**src/rtl/divider.sv**
```systemverilog
// IEEE-754 binary32 divider: strobe/ack handshake in and out, multi-cycle
// restoring mantissa division with round-to-nearest-even and gradual underflow.
module divider (
  input  logic [31:0] input_a,
  input  logic [31:0] input_b,
  input  logic        input_a_stb,
  input  logic        input_b_stb,
  input  logic        output_z_ack,
  input  logic        clk,
  input  logic        rst,
  output logic [31:0] output_z,
  output logic        output_z_stb,
  output logic        input_a_ack,
  output logic        input_b_ack
);

  typedef enum logic [3:0] {
    GET_A, GET_B, UNPACK, SPECIAL, NORM_A, NORM_B, DIV_INIT, DIV_SHIFT,
    DIV_SUB, DIV_DONE, NORM_1, NORM_2, ROUND, PACK, PUT_Z
  } state_t;

  localparam logic signed [9:0] EMIN   = -10'sd126;
  localparam logic signed [9:0] EMAX   = 10'sd127;
  localparam logic signed [9:0] EFLUSH = -10'sd151;
  localparam logic [31:0]       QNAN   = 32'h7FC0_0000;
  localparam logic [4:0]        DIV_LAST = 5'd27;

  state_t             r_state;
  state_t             w_next;

  logic [31:0]        r_a;
  logic [31:0]        r_b;
  logic [31:0]        r_z;
  logic               r_a_ack;
  logic               r_b_ack;
  logic               r_z_stb;
  logic [23:0]        r_a_m;
  logic [23:0]        r_b_m;
  logic [23:0]        r_z_m;
  logic signed [9:0]  r_a_e;
  logic signed [9:0]  r_b_e;
  logic signed [9:0]  r_z_e;
  logic               r_z_s;
  logic               r_guard;
  logic               r_round;
  logic               r_sticky;
  logic [27:0]        r_q;
  logic [24:0]        r_rem;
  logic [4:0]         r_count;

  logic [7:0]         w_a_exp;
  logic [7:0]         w_b_exp;
  logic [22:0]        w_a_frac;
  logic [22:0]        w_b_frac;
  logic               w_a_nan;
  logic               w_b_nan;
  logic               w_a_inf;
  logic               w_b_inf;
  logic               w_a_zero;
  logic               w_b_zero;
  logic               w_special;
  logic               w_sign;
  logic [31:0]        w_special_z;
  logic [4:0]         w_a_lz;
  logic [4:0]         w_b_lz;
  logic               w_ge;
  logic [23:0]        w_diff;
  logic [7:0]         w_pack_e;

  function automatic logic [4:0] lzc24(input logic [23:0] v);
    lzc24 = 5'd24;
    for (int i = 0; i < 24; i++) begin
      if (v[i]) lzc24 = 5'(23 - i);
    end
  endfunction

  assign w_a_exp  = r_a[30:23];
  assign w_b_exp  = r_b[30:23];
  assign w_a_frac = r_a[22:0];
  assign w_b_frac = r_b[22:0];
  assign w_a_nan  = (w_a_exp == 8'hFF) && (w_a_frac != 23'd0);
  assign w_b_nan  = (w_b_exp == 8'hFF) && (w_b_frac != 23'd0);
  assign w_a_inf  = (w_a_exp == 8'hFF) && (w_a_frac == 23'd0);
  assign w_b_inf  = (w_b_exp == 8'hFF) && (w_b_frac == 23'd0);
  assign w_a_zero = (w_a_exp == 8'h00) && (w_a_frac == 23'd0);
  assign w_b_zero = (w_b_exp == 8'h00) && (w_b_frac == 23'd0);
  assign w_special = w_a_nan | w_b_nan | w_a_inf | w_b_inf | w_a_zero | w_b_zero;
  assign w_sign   = r_a[31] ^ r_b[31];

  assign w_a_lz   = lzc24(r_a_m);
  assign w_b_lz   = lzc24(r_b_m);
  assign w_ge     = r_rem >= {1'b0, r_b_m};
  assign w_diff   = r_rem[23:0] - r_b_m;
  assign w_pack_e = r_z_e[7:0] + 8'd127;

  assign output_z     = r_z;
  assign output_z_stb = r_z_stb;
  assign input_a_ack  = r_a_ack;
  assign input_b_ack  = r_b_ack;

  // Special-operand result, checked in priority order.
  always_comb begin
    w_special_z = 32'h0000_0000;
    if (w_a_nan || w_b_nan)        w_special_z = QNAN;
    else if (w_a_inf && w_b_inf)   w_special_z = QNAN;
    else if (w_a_inf)              w_special_z = {w_sign, 8'hFF, 23'd0};
    else if (w_b_inf)              w_special_z = {w_sign, 31'd0};
    else if (w_a_zero && w_b_zero) w_special_z = QNAN;
    else if (w_b_zero)             w_special_z = {w_sign, 8'hFF, 23'd0};
    else if (w_a_zero)             w_special_z = {w_sign, 31'd0};
  end

  always_ff @(posedge clk or negedge rst) begin
    if (!rst) r_state <= GET_A;
    else      r_state <= w_next;
  end

  always_comb begin
    w_next = r_state;
    case (r_state)
      GET_A:     if (r_a_ack && input_a_stb) w_next = GET_B;
      GET_B:     if (r_b_ack && input_b_stb) w_next = UNPACK;
      UNPACK:    w_next = SPECIAL;
      SPECIAL:   w_next = w_special ? PUT_Z : NORM_A;
      NORM_A:    w_next = NORM_B;
      NORM_B:    w_next = DIV_INIT;
      DIV_INIT:  w_next = DIV_SHIFT;
      DIV_SHIFT: w_next = DIV_SUB;
      DIV_SUB:   w_next = (r_count == DIV_LAST) ? DIV_DONE : DIV_SHIFT;
      DIV_DONE:  w_next = NORM_1;
      NORM_1:    w_next = NORM_2;
      NORM_2:    if (r_z_e >= EMIN) w_next = ROUND;
      ROUND:     w_next = PACK;
      PACK:      w_next = PUT_Z;
      PUT_Z:     if (r_z_stb && output_z_ack) w_next = GET_A;
      default:   w_next = GET_A;
    endcase
  end

  always_ff @(posedge clk or negedge rst) begin
    if (!rst) begin
      r_a      <= '0;
      r_b      <= '0;
      r_z      <= '0;
      r_a_ack  <= 1'b0;
      r_b_ack  <= 1'b0;
      r_z_stb  <= 1'b0;
      r_a_m    <= '0;
      r_b_m    <= '0;
      r_z_m    <= '0;
      r_a_e    <= '0;
      r_b_e    <= '0;
      r_z_e    <= '0;
      r_z_s    <= 1'b0;
      r_guard  <= 1'b0;
      r_round  <= 1'b0;
      r_sticky <= 1'b0;
      r_q      <= '0;
      r_rem    <= '0;
      r_count  <= '0;
    end else begin
      case (r_state)
        GET_A: begin
          r_a_ack <= 1'b1;
          if (r_a_ack && input_a_stb) begin
            r_a     <= input_a;
            r_a_ack <= 1'b0;
          end
        end
        GET_B: begin
          r_b_ack <= 1'b1;
          if (r_b_ack && input_b_stb) begin
            r_b     <= input_b;
            r_b_ack <= 1'b0;
          end
        end
        UNPACK: begin
          r_a_m <= {w_a_exp != 8'd0, w_a_frac};
          r_b_m <= {w_b_exp != 8'd0, w_b_frac};
          r_a_e <= (w_a_exp == 8'd0) ? EMIN : $signed({2'b00, w_a_exp}) - 10'sd127;
          r_b_e <= (w_b_exp == 8'd0) ? EMIN : $signed({2'b00, w_b_exp}) - 10'sd127;
          r_z_s <= w_sign;
        end
        SPECIAL: begin
          if (w_special) r_z <= w_special_z;
        end
        // Denormal operands are normalized in one step by their leading-zero count.
        NORM_A: begin
          r_a_m <= r_a_m << w_a_lz;
          r_a_e <= r_a_e - $signed({5'b00000, w_a_lz});
        end
        NORM_B: begin
          r_b_m <= r_b_m << w_b_lz;
          r_b_e <= r_b_e - $signed({5'b00000, w_b_lz});
        end
        DIV_INIT: begin
          r_z_e   <= r_a_e - r_b_e;
          r_rem   <= {1'b0, r_a_m};
          r_q     <= '0;
          r_count <= '0;
        end
        DIV_SHIFT: begin
          r_q <= {r_q[26:0], 1'b0};
        end
        DIV_SUB: begin
          if (w_ge) begin
            r_rem  <= {w_diff, 1'b0};
            r_q[0] <= 1'b1;
          end else begin
            r_rem  <= {r_rem[23:0], 1'b0};
          end
          r_count <= r_count + 5'd1;
        end
        // q[27] carries weight 1, so the quotient lies in (0.5, 2).
        DIV_DONE: begin
          r_z_m    <= r_q[27:4];
          r_guard  <= r_q[3];
          r_round  <= r_q[2];
          r_sticky <= (|r_q[1:0]) | (|r_rem);
        end
        NORM_1: begin
          if (!r_z_m[23] && (r_z_e > EMIN)) begin
            r_z_m   <= {r_z_m[22:0], r_guard};
            r_guard <= r_round;
            r_round <= 1'b0;
            r_z_e   <= r_z_e - 10'sd1;
          end
        end
        // Past 26 shifts every significant bit has landed in sticky.
        NORM_2: begin
          if (r_z_e < EFLUSH) begin
            r_sticky <= r_sticky | r_round | r_guard | (|r_z_m);
            r_z_m    <= '0;
            r_guard  <= 1'b0;
            r_round  <= 1'b0;
            r_z_e    <= EMIN;
          end else if (r_z_e < EMIN) begin
            r_z_m    <= {1'b0, r_z_m[23:1]};
            r_guard  <= r_z_m[0];
            r_round  <= r_guard;
            r_sticky <= r_sticky | r_round;
            r_z_e    <= r_z_e + 10'sd1;
          end
        end
        ROUND: begin
          if (r_guard && (r_round || r_sticky || r_z_m[0])) begin
            r_z_m <= r_z_m + 24'd1;
            if (r_z_m == 24'hFF_FFFF) r_z_e <= r_z_e + 10'sd1;
          end
        end
        PACK: begin
          if (r_z_e > EMAX)
            r_z <= {r_z_s, 8'hFF, 23'd0};
          else if ((r_z_e == EMIN) && !r_z_m[23])
            r_z <= {r_z_s, 8'h00, r_z_m[22:0]};
          else
            r_z <= {r_z_s, w_pack_e, r_z_m[22:0]};
        end
        PUT_Z: begin
          r_z_stb <= 1'b1;
          if (r_z_stb && output_z_ack) r_z_stb <= 1'b0;
        end
        default: ;
      endcase
    end
  end

endmodule

```
**config.mk**
```make
export PLATFORM = sky130hd
export DESIGN_NAME = divider
export DESIGN_NICKNAME = d
export VERILOG_FILES = /design/src/rtl/divider.sv
export SDC_FILE = /design/constraint.sdc
export NUM_CORES = 1
export LEC_CHECK = 0
export ABC_AREA = 1
export CORE_ASPECT_RATIO = 0.9
export CORE_MARGIN = 4
export CORE_UTILIZATION = 60
export DETAILED_ROUTE_END_ITERATION = 10
export PLACE_DENSITY = 0.87
export SLEW_MARGIN = 10
export SYNTH_ARGS = -nofsm -noshare
export SYNTH_HDL_FRONTEND = slang
export SYNTH_SLANG_ARGS = --single-unit
```
**constraint.sdc**
```tcl
create_clock -name clk -period 4.7 [get_ports clk]
set_input_delay 0.705 -clock clk [delete_from_list [all_inputs] [get_ports clk]]
set_output_delay 0.705 -clock clk [all_outputs]
set_load 0.005 [all_outputs]
```
==> results.cfg <==
[outcome]
status = complete, no violations

[timing]
clock_skew_ns = 0.00951
finalHoldViolations = 0
fin_ws_ns = 0.513
fmax_ghz = 0.239
tns_ns = 0
fin_crit_ns = 4.19
period_share_pct = 89.1
drv_slew = 0
setup_viol = 0
max_slew_margin_pct = 28.4
worst_pin_slew_ns = 1.07
grt_setup_unrepaired = no

[global_routing]
grt.busiest_layer = met1
met3_usage_pct = 7.39
grt_overflow_total = 0
use_met2_pct = 51.6
grt_pass1_wl_mm = 92.5
grtUsageMet1_pct = 52.4
antenna_found_initial = 0
track_usage_pct = 34.9
grt_max_degree = 121
grt_pass1_vias = 17200

[clock_network]
cts_buffer_depth = 3
numCtsBuffers = 28
cts-hold-fix-buffers = 0
root_buffer = clkbuf_16
cts_sinks = 267
cts_resized = 0
htreeDepth = 1
cts_tree = yes
clk_pin_slew_ns = 0.06
post_cts_buffers = 0
insertion_delay_ns = 0.56

[logic_synthesis]
synth_fp_nets = 2660
synth_ff_type = dfrtp_1
yosys_warnings = 0
synthArstFlopShare_pct = 100
ys_top_cells_by_area = dfrtp_1 37%, nand2_1 12%, nand3_1 8.3%, inv_1 6.7%, o21ai_0 5.9%
synth_area_per_cell_sq_um = 7.06
seq_area_frac_synth_pct = 37.3
synth_top_area_share_pct = 37.3
ys_types = 59
synth-edff-count = 0
ys_ff_latch = 267
syn_inst = 2534
netlist_area_sq_um = 17900
synth.largest_area_cell = dfrtp_1

[placement]
dp_slack_ns = 0.694
hpwl_mm = 43.2
gp_congestion = 0.997
io_buffers = 103

[die]
die-area_sq_um = 32600
die_w_um = 190
start_util_pct = 61.4
coreArea_sq_um = 29200
rows = 59
chipHeight_um = 172
ios = 104

[critical_path]
critical_path_class = reg2reg
crit_path_start_kind = flip-flop
crit_path_max_incr_delay_ns = 0.43
crit_path_frequent_cell = nand2_1
cp_slowest_cell = nand2_1
critPathCaptureType = flip-flop
cp.arrival_ns = 4.67
cp.required_ns = 5.18
crit_fanout = 21

[drt]
wl_mm = 57.9
detail-route-antenna-nets = 0
drc = 0
first_iter_violations = 2395
dr.pass1.iters = 8
wl_per_cell_um = 19.2
via_count = 18600
viasPerCell = 6.19

[power]
total_power_mw = 14.6
leakagePower_nw = 9.37
irDropWorstVdd_uv = 450
intPower_mw = 7.33
pwr-share-clk_pct = 15.5
power_density_nw_per_um2 = 724
switching_share_pct = 49.9
pwr-share-comb_pct = 56.9
p_switching_mw = 7.31
power_frac_seq_pct = 27.6

[finish]
final_cell_mix = 594 x nand2_1, 318 x inv_1, 296 x nand3_1, 267 x dfrtp_1, 211 x o21ai_0
area_growth_pct = 13.0
multiInputGateArea_sq_um = 9570
seqCellArea_sq_um = 6680
antenna_cells = 0
mostFrequentLayoutCell = nand2_1
fillers = 2402
nets = 2720
drive_gt1_share_pct = 4.48

[min_path]
hold_path.class = in2async

[run]
max_cap_violations = 0
## per-layer routing
| metal | wire length [um] | share of wire, % |
|---|---|---|
| met5 | 0 | 0 |
| met4 | 1740 | 3.0 |
| met1 | 25400 | 44 |
| met3 | 6350 | 11 |
| met2 | 24400 | 42 |
## registers in the layout (all words and copies together) (netlist names), 4 cells and up
register and cells:
r_z_e 10, r_q 28, r_state 4, r_count 5
r_a_m 24, r_a_e 10, r_z_m 24, r_b_m 24
r_b_e 10, output_z 32, r_rem 25, r_a 32
r_b 32
## metrics by stage
stage | util, % | instances | cell area, sq um | hold slack, ns
floorplan | - | 2534 | 17900 | 0.409
global placement | 66.1 | 2960 | 19300 | 0.463
detailed placement | 66.1 | 2960 | 19300 | 0.471
CTS | 69.3 | 3007 | 20200 | 0.277
global route | 69.3 | 3007 | 20200 | 0.296
finish | 69.3 | 3007 | 20200 | 0.209
## power by group through the flow
stage                     sequential [mW]  combinational, mW  clock, mW
after floorplan                      3.71               5.97          0
after global placement               3.98               7.91          0
after detailed placement             4.02               8.05          0
after CTS                            3.99               8.13       2.29
after global routing                 4.11               9.29       2.39
final                                4.03               8.33       2.27
## layout make-up
cell class | count | share of cell area [%]
multi-input cells | 1831 | 47.3
flip-flops and latches | 267 | 33.1
repair buffers | 136 | 6.41
inverters | 330 | 6.13
clock buffers | 38 | 4.01
well taps | 396 | 2.45
clock inverters | 9 | 0.607
## worst paths after layout
check	startpoint	end	slack [ns]	depth (start not counted)
min in group clk	output_z[3]$_DFFE_PN0P_	output_z[3]$_DFFE_PN0P_	0.48	2
worst max-delay path	r_b_m[1]$_DFFE_PN0P_	r_b_e[9]$_DFFE_PN0P_	0.51	38
worst min register to register	output_z[3]$_DFFE_PN0P_	output_z[3]$_DFFE_PN0P_	0.48	2
worst min-delay path	rst	output_z[11]$_DFFE_PN0P_	0.21	1
max in group asynchronous	rst	r_state[2]$_DFFE_PN0P_	3.36	2
worst max register to register	r_b_m[1]$_DFFE_PN0P_	r_b_e[9]$_DFFE_PN0P_	0.51	38
## critical path, delay by kind of cell (launching register included)
family | cells | cell delay (ns)
AND/OR/NAND/NOR | 28 | 2.53
flip-flops | 1 | 0.42
adder cells (fa/ha/maj) | 1 | 0.17
buffers and inverters | 4 | 0.31
AO/OA/AOI/OAI | 5 | 0.69
## cells in the mapped netlist, drive strengths merged (2+ instances only)
master   count
and2         2
nand4       29
fa           4
a22o         2
clkbuf      85
nor4        36
o21bai       3
nand3      298
inv        324
dfrtp      267
a21boi       3
clkinv       6
xor2        30
nor2       191
a221oi       8
a211oi       4
mux2i        2
o211ai      18
a22oi       27
a2111oi      2
o311ai       7
o221ai      23
o31ai       31
or4          2
a221o        4
o21ai      219
ha          53
a31oi       17
buf         21
nand2      598
nor3        25
a21oi      113
o22ai       46
xnor2       12
o2111ai      6
nand3b       2
or2          6
## kinds of logic (layout without fill, tap and decap cells)
family | count (synthesis) | in the layout | synth area share [%]
and+or+nand+nor | 1190 | 1190 | 28.9
AOI/OAI and AO/OA | 540 | 540 | 18.1
buffers and inverters | 436 | 513 | 9.33
DFF | 267 | 267 | 37.3
adders and majority gates | 57 | 57 | 4.15
xor gates and xnor gates | 42 | 42 | 2.06
muxes | 2 | 2 | 0.112
No activity file was read; power rests on OpenSTA's default activity.
